$ cat src/rtl/serial_tx4.sv
// Parallel-to-serial transmitter: start bit, WIDTH data bits LSB-first, optional even parity, stop bit.
// Define PARITY_EN to compile in the parity bit; the default build sends WIDTH+2 bits per frame.
module serial_tx4 #(
  parameter int WIDTH        = 4,
  parameter int CLKS_PER_BIT = 4
) (
  input  logic             clk,
  input  logic             reset,
  input  logic             in_valid,
  input  logic [WIDTH-1:0] in_data,
  output logic             in_ready,
  output logic             tx,
  output logic             busy,
  output logic             done
);

  localparam int DIV_W = (CLKS_PER_BIT > 1) ? $clog2(CLKS_PER_BIT) : 1;
  localparam int CNT_W = (WIDTH > 1) ? $clog2(WIDTH) : 1;
  localparam logic [DIV_W-1:0] DIV_LAST = DIV_W'(CLKS_PER_BIT - 1);
  localparam logic [DIV_W-1:0] DIV_PRE  = DIV_W'((CLKS_PER_BIT > 1) ? CLKS_PER_BIT - 2 : 0);
  localparam logic [CNT_W-1:0] CNT_LAST = CNT_W'(WIDTH - 1);
  localparam logic             ONE_CLK  = (CLKS_PER_BIT == 1);

  typedef enum logic [2:0] {
    IDLE,
    START,
    DATA,
`ifdef PARITY_EN
    PARITY,
`endif
    STOP
  } state_t;

  state_t           state_reg;
  logic [DIV_W-1:0] div_reg;
  logic [CNT_W-1:0] cnt_reg;
  logic [WIDTH-1:0] shift_reg;
  logic             tx_reg;
  logic             done_reg;
`ifdef PARITY_EN
  logic             parity_reg;
`endif

  logic             bit_end;
  logic [WIDTH-1:0] shift_next;

  assign bit_end    = (div_reg == DIV_LAST);
  assign shift_next = shift_reg >> 1;

  // tx is loaded with the value of the bit that starts on the same edge, so it is glitch-free
  always_ff @(posedge clk) begin
    if (reset) begin
      state_reg  <= IDLE;
      div_reg    <= '0;
      cnt_reg    <= '0;
      shift_reg  <= '0;
      tx_reg     <= 1'b1;
      done_reg   <= 1'b0;
`ifdef PARITY_EN
      parity_reg <= 1'b0;
`endif
    end else begin
      done_reg <= 1'b0;
      case (state_reg)
        IDLE: begin
          if (in_valid) begin
            shift_reg  <= in_data;
            cnt_reg    <= '0;
            div_reg    <= '0;
            tx_reg     <= 1'b0;
            state_reg  <= START;
`ifdef PARITY_EN
            parity_reg <= ^in_data;
`endif
          end
        end
        START: begin
          if (bit_end) begin
            div_reg   <= '0;
            tx_reg    <= shift_reg[0];
            state_reg <= DATA;
          end else begin
            div_reg <= div_reg + 1'b1;
          end
        end
        DATA: begin
          if (bit_end) begin
            div_reg   <= '0;
            shift_reg <= shift_next;
            if (cnt_reg == CNT_LAST) begin
`ifdef PARITY_EN
              tx_reg    <= parity_reg;
              state_reg <= PARITY;
`else
              tx_reg    <= 1'b1;
              done_reg  <= ONE_CLK;
              state_reg <= STOP;
`endif
            end else begin
              cnt_reg <= cnt_reg + 1'b1;
              tx_reg  <= shift_next[0];
            end
          end else begin
            div_reg <= div_reg + 1'b1;
          end
        end
`ifdef PARITY_EN
        PARITY: begin
          if (bit_end) begin
            div_reg   <= '0;
            tx_reg    <= 1'b1;
            done_reg  <= ONE_CLK;
            state_reg <= STOP;
          end else begin
            div_reg <= div_reg + 1'b1;
          end
        end
`endif
        STOP: begin
          if (bit_end) begin
            div_reg   <= '0;
            tx_reg    <= 1'b1;
            state_reg <= IDLE;
          end else begin
            div_reg  <= div_reg + 1'b1;
            // done must be visible during the final stop cycle
            done_reg <= (div_reg == DIV_PRE);
          end
        end
        default: begin
          state_reg <= IDLE;
          tx_reg    <= 1'b1;
        end
      endcase
    end
  end

  assign tx       = tx_reg;
  assign done     = done_reg;
  assign in_ready = (state_reg == IDLE);
  assign busy     = (state_reg != IDLE);

endmodule
$ cat config.mk
export PLATFORM = sky130hd
export DESIGN_NAME = serial_tx4
export DESIGN_NICKNAME = d
export VERILOG_FILES = /design/src/rtl/serial_tx4.sv
export SDC_FILE = /design/constraint.sdc
export NUM_CORES = 1
export LEC_CHECK = 0
export CORE_AREA = 5 5 42 44
export CTS_BUF_LIST = sky130_fd_sc_hd__clkbuf_2
export CTS_CLUSTER_SIZE = 14
export DETAILED_ROUTE_END_ITERATION = 10
export DIE_AREA = 0 0 47 49
export PLACE_DENSITY = 0.8
export SLEW_MARGIN = 20
export SYNTH_ARGS = -nofsm -noshare
export SYNTH_HDL_FRONTEND = slang
export SYNTH_SLANG_ARGS = --single-unit
export TNS_END_PERCENT = 100
$ cat constraint.sdc
create_clock -name clk -period 2.4 [get_ports clk]
set_clock_uncertainty 0.2 [all_clocks]
set_input_delay 0.36 -clock clk [delete_from_list [all_inputs] [get_ports clk]]
set_output_delay 0.36 -clock clk [all_outputs]
set_load 0.03 [all_outputs]
; Yosys cells after proc, flatten, opt, wreduce, memory -nomap -nowiden
; Cells that the tools add are included.
[word_totals]
mem_bits_ro = 0
n_memories = 0
latchBits = 0
reg_bits = 13
mem_bits_rw = 0
[op_classes]
mux = 21
n_shift = 0
multipliers = 0
n_reduce_logical = 11
n_eq_ne = 12
bitwise = 1
n_div = 0
add_sub_neg = 2
order_cmp = 0
[ops]
columns = cell, count
row1 = 3-bit 2-to-1 mux, 5
row2 = 2-bit inequality test (second input constant), 6
row3 = 3-bit case mux with 4 select lines, 1
row4 = 2-bit 2-to-1 mux, 4
row5 = 4-bit 2-to-1 mux, 2
row6 = 2-bit case mux with 2 select lines, 2
row7 = 4-bit case mux with 2 select lines, 1
row8 = 4-bit AND reduction, 2
row9 = 2-bit == test (second input constant), 3
row10 = 3-bit by 2-bit == test with 1-bit output (second input constant), 2
row11 = 3-bit OR reduction, 2
row12 = 1-bit 2-to-1 mux, 5
row13 = 5-bit AND reduction, 1
row14 = 2-bit by 1-bit adder with 2-bit output (second input constant), 2
row15 = 1-bit case mux with 4 select lines, 1
row16 = 2-bit nonzero test, 2
row17 = 3-bit by 1-bit == test with 1-bit output (second input constant), 1
row18 = 3-bit logical NOT, 1
row19 = 3-bit AND reduction, 1
row20 = 3-bit nonzero test, 1
row21 = 2-bit AND reduction, 1
row22 = 1-bit NOT, 1

; Longest topological paths before layout
; Gate-level depths: netlist (run 1).
[depth]
word_depth = 4
depth_mapped = 7
depth_no_buf = 6

; Worst setup path after synthesis (run 1)
; No wires, ideal clock.
[synth_path]
path_kind = register -> register
startpoint = reg state_reg[0]
endpoint = reg shift_reg[3]
required_ns = 2.072
path_slack_ns = 0.549
path_buffers = 0
t_arrival_ns = 1.523
path_stages_with_launch = 7
cell_sequence = dfxtp_1 > inv_1 > ha_1 > mux2i_1 > a21oi_4 > mux2i_1 > nor2_1
[synth_between]
elab_chain_len = 3
[synth_rtl]
columns = element, line
row1 = "start, declared", 34  ; state_t state_reg;
row2 = "start signal, assigned", 53  ; state_reg <= IDLE;
row3 = "start signal, assigned", 71  ; state_reg <= START;
row4 = "start signal, assigned", 81  ; state_reg <= DATA;
row5 = 3-bit logical NOT (*), n/a
row6 = via in_ready, 11  ; output logic in_ready,
row7 = 2-bit inequality test (no source line) or 2-bit nonzero test (tied branches), n/a
row8 = 3-bit AND reduction (no source line), n/a
row9 = "end signal, assigned", 67  ; shift_reg <= in_data;
row10 = "end signal, assigned", 89  ; shift_reg <= shift_next;
row11 = "end, declared", 37  ; logic [WIDTH-1:0] shift_reg;
; Mark *: on every way through the listed nets, which the timed path passes. The rest lies on a longest branch.
; A chain may end at the register's enable or synchronous reset.

; Final worst setup path (run 1)
[layout_path]
startpoint = reg state_reg[0]
endpoint = out busy
[layout_between]
elab_chain_len = 1
[layout_rtl]
columns = element, line
row1 = 3-bit nonzero test, 141  ; assign busy = (state_reg != IDLE);
row2 = "end, declared", 13  ; output logic busy,
; Every way passes these cells.

==> impl_metrics.tcl, run 1 <==
set metrics [dict create \
    status "complete, no violations" \
    ff2ff_setup_slack_ps 460 \
    rr_endpoint "tx" \
    root_buffer "clkbuf_2" \
    synthTopCellsByArea "dfxtp_1 35%, ha_1 16%, mux2i_1 8.8%, nor2_1 4.9%, a211oi_1 4.4%" \
    synth_area_um2 686 \
    min_to "tx" \
    drc 0 \
    grt_pass1_wl_mm 1.99 \
    finalCritPeriodShare 0.888 \
    fmax_mhz 469 \
    final_core_utilization 0.584 \
    syn2layout_area_growth_pct 19.3 \
    synthCells 74 \
    layout.nets 104 \
    gr-usage-met2 0.172 \
    cts_sinks 12 \
    hold_ws_ps 278 \
    row_count 14 \
    dp_hpwl_um 954 \
    yosysTopAreaCell "dfxtp_1" \
    stdcell_area_um2 818 \
    min_from "tx" \
    postPlaceCellArea_um2 802 \
    vias 534 \
    grt_setup_unrepaired "no" \
    post_cts_buffers 0 \
    powerDensity_mw_per_mm2 1170 \
    reg2reg_depth 5 \
    grt.met1_usage 0.147 \
    fin_cells 102 \
    core-area_mm2 0.00140 \
    ctsHoldBuffers 0 \
    arrival_ps 1570 \
    synth_most_common_cell "dfxtp_1" \
    yosys_warnings 0 \
    post_drt_wl_per_cell_um 12.0 \
    die-area_mm2 0.00230 \
    vias_per_cell 5.24 \
    hold_viol_final 0 \
    multiInputGateArea_um2 412 \
    largest_register_ffs 4 \
    cp_data_required_time_ps 1840 \
    antenna_found_initial 0 \
    worst_slack_ps 270 \
    grt.busiest_layer "met2" \
    ys_ff_latch 12 \
    cts_tree "done" \
    cts.clk_slew.worst_paths_ps 100 \
    drive_above_1_share 0.0698 \
    worst_pin_slew_ps 440 \
    grt_max_degree 13 \
    syn_avg_cell_area_um2 9.27 \
    insertedDiodeCount 0 \
    synth_top_area_frac 0.350 \
    maxSlewViolCount 0 \
    hp-class "reg2reg" \
    yosysUniqueCellTypes 23 \
    slowest_delay_ps 410 \
    grt_use_total 0.123 \
    cts-resized-gates 1 \
    rr_startpoint "state_reg[0]" \
    worstPathMaxFanout 6 \
    relSlewSlack 0.706 \
    synth-seq-area-share 0.350 \
    power.static_leakage_nw 0.352 \
    cp_cell_sequence "inv_1 -> ha_1 -> inv_1 -> dlygate4sd2_1" \
    overflow 0 \
    critPathLaunchType "flip-flop" \
    setup_viol 0 \
    vdd_ir_drop_max_v 0.000699 \
    clkLatencyLatePin_ps 270 \
    cpMaxStageDelayCell "dfxtp_1" \
    cp_common_cell "inv_1" \
    cts.htree.levels 1 \
    maxCapViolCount 0 \
    place.gp.congestion 0.734 \
    fillCellCount 137 \
    drt_iter0_markers 11 \
    finalSetupTns_ps 0 \
    cts_buffers 3 \
    portBuffers 10 \
    ant_nets 0 \
    grt_pass1_vias 481 \
    io_pins 11 \
    met3_usage 0.0369 \
    die_w_um 47 \
    finalWirelength_mm 1.23 \
    min_period_ps 2130 \
    critPathCaptureType "output pin" \
    hold_depth 1 \
    die_y_um 49 \
    synth_nets 90 \
    start_util 0.489 \
    synth_flop_cell "dfxtp_1" \
    synth_common_cells "12 x dfxtp_1, 9 x ha_1, 9 x nor2_1" \
    dp_slack_ps 289 \
    worstSetupPathType "reg2out" \
    cts_max_path_buffers 2 \
    async_flop_share 0 \
    drt_first_pass_iters 2 \
    p_total_uw 960 \
    place_inst 99 \
    final-seq-area_um2 240 \
    synth_edf_count 0 \
]
-- metal layers --
| metal | routed length, um | part of all wire |
|---|---|---|
| met1 | 572 | 0.47 |
| met2 | 528 | 0.43 |
| met3 | 83 | 0.068 |
| met4 | 41 | 0.033 |
| met5 | 0 | 0 |
-- critical path: cells and delay by family (launching register included) --
family                     cells  cell delay (ps)
adders and majority gates      1              280
buffers and inverters          3              600
DFF                            1              410
-- how the worst max path moves through the flow --
| stage | from | end | cells past startpoint |
|---|---|---|---|
| 2_1_floorplan | state_reg[0] | shift_reg[3] | 6 |
| 4_1_cts | state_reg[0] | in_ready | 3 |
| 3_5_place_dp | state_reg[0] | busy | 4 |
| 5_1_grt | state_reg[0] | busy | 4 |
| 6_report | state_reg[0] | busy | 4 |
| 3_3_place_gp | state_reg[0] | busy | 4 |
-- layout by cell type, fill, tap and decap left out, drive strengths merged --
cell / Yosys / routed
nor4bb: 1 / 1
a21o: 2 / 2
a32oi: 1 / 1
nor2b: 2 / 2
clkbuf: 1 / 3
dfxtp: 12 / 12
nor2: 9 / 9
a21oi: 6 / 6
dlymetal6s2s: 0 / 1
o21ai: 3 / 3
dlygate4sd2: 0 / 1
nand2: 1 / 1
nor3: 4 / 4
a211oi: 4 / 4
a211o: 1 / 1
nand2b: 2 / 2
buf: 1 / 1
inv: 6 / 6
o221ai: 1 / 1
clkdlybuf4s50: 0 / 8
ha: 9 / 9
and2: 1 / 1
mux2i: 6 / 6
nor4: 1 / 1
-- cell type report --
cell class / instances / area share
well taps: 16 / 0.0245
repair buffers: 11 / 0.133
inverters: 6 / 0.0275
clock buffers: 3 / 0.0183
multi-input cells: 54 / 0.503
flip-flops and latches: 12 / 0.294
-- kinds of logic (layout without fill, tap and decap cells) --
kind of cell    Yosys count  count (layout)  synth area share
compound gates           18              18             0.195
fa+ha+maj                 9               9             0.164
buf+inv                   8              20            0.0493
flops                    12              12             0.350
mux                       6               6            0.0876
simple gates             21              21             0.153
-- report_power, final --
| group | internal (mW) | switching (mW) | total [mW] |
|---|---|---|---|
| logic | 0.241 | 0.312 | 0.553 |
| registers | 0.262 | 0.0481 | 0.310 |
| clock network | 0.0341 | 0.0633 | 0.0973 |
| total | 0.536 | 0.424 | 0.960 |
Power figures use the tool's default switching activity.
==> run 2: changes to the inputs <==
Settings changed: CAP_MARGIN set to 40.
==> results of run 2 <==
Final layout, timing and power as in run 1 (identical DEF).
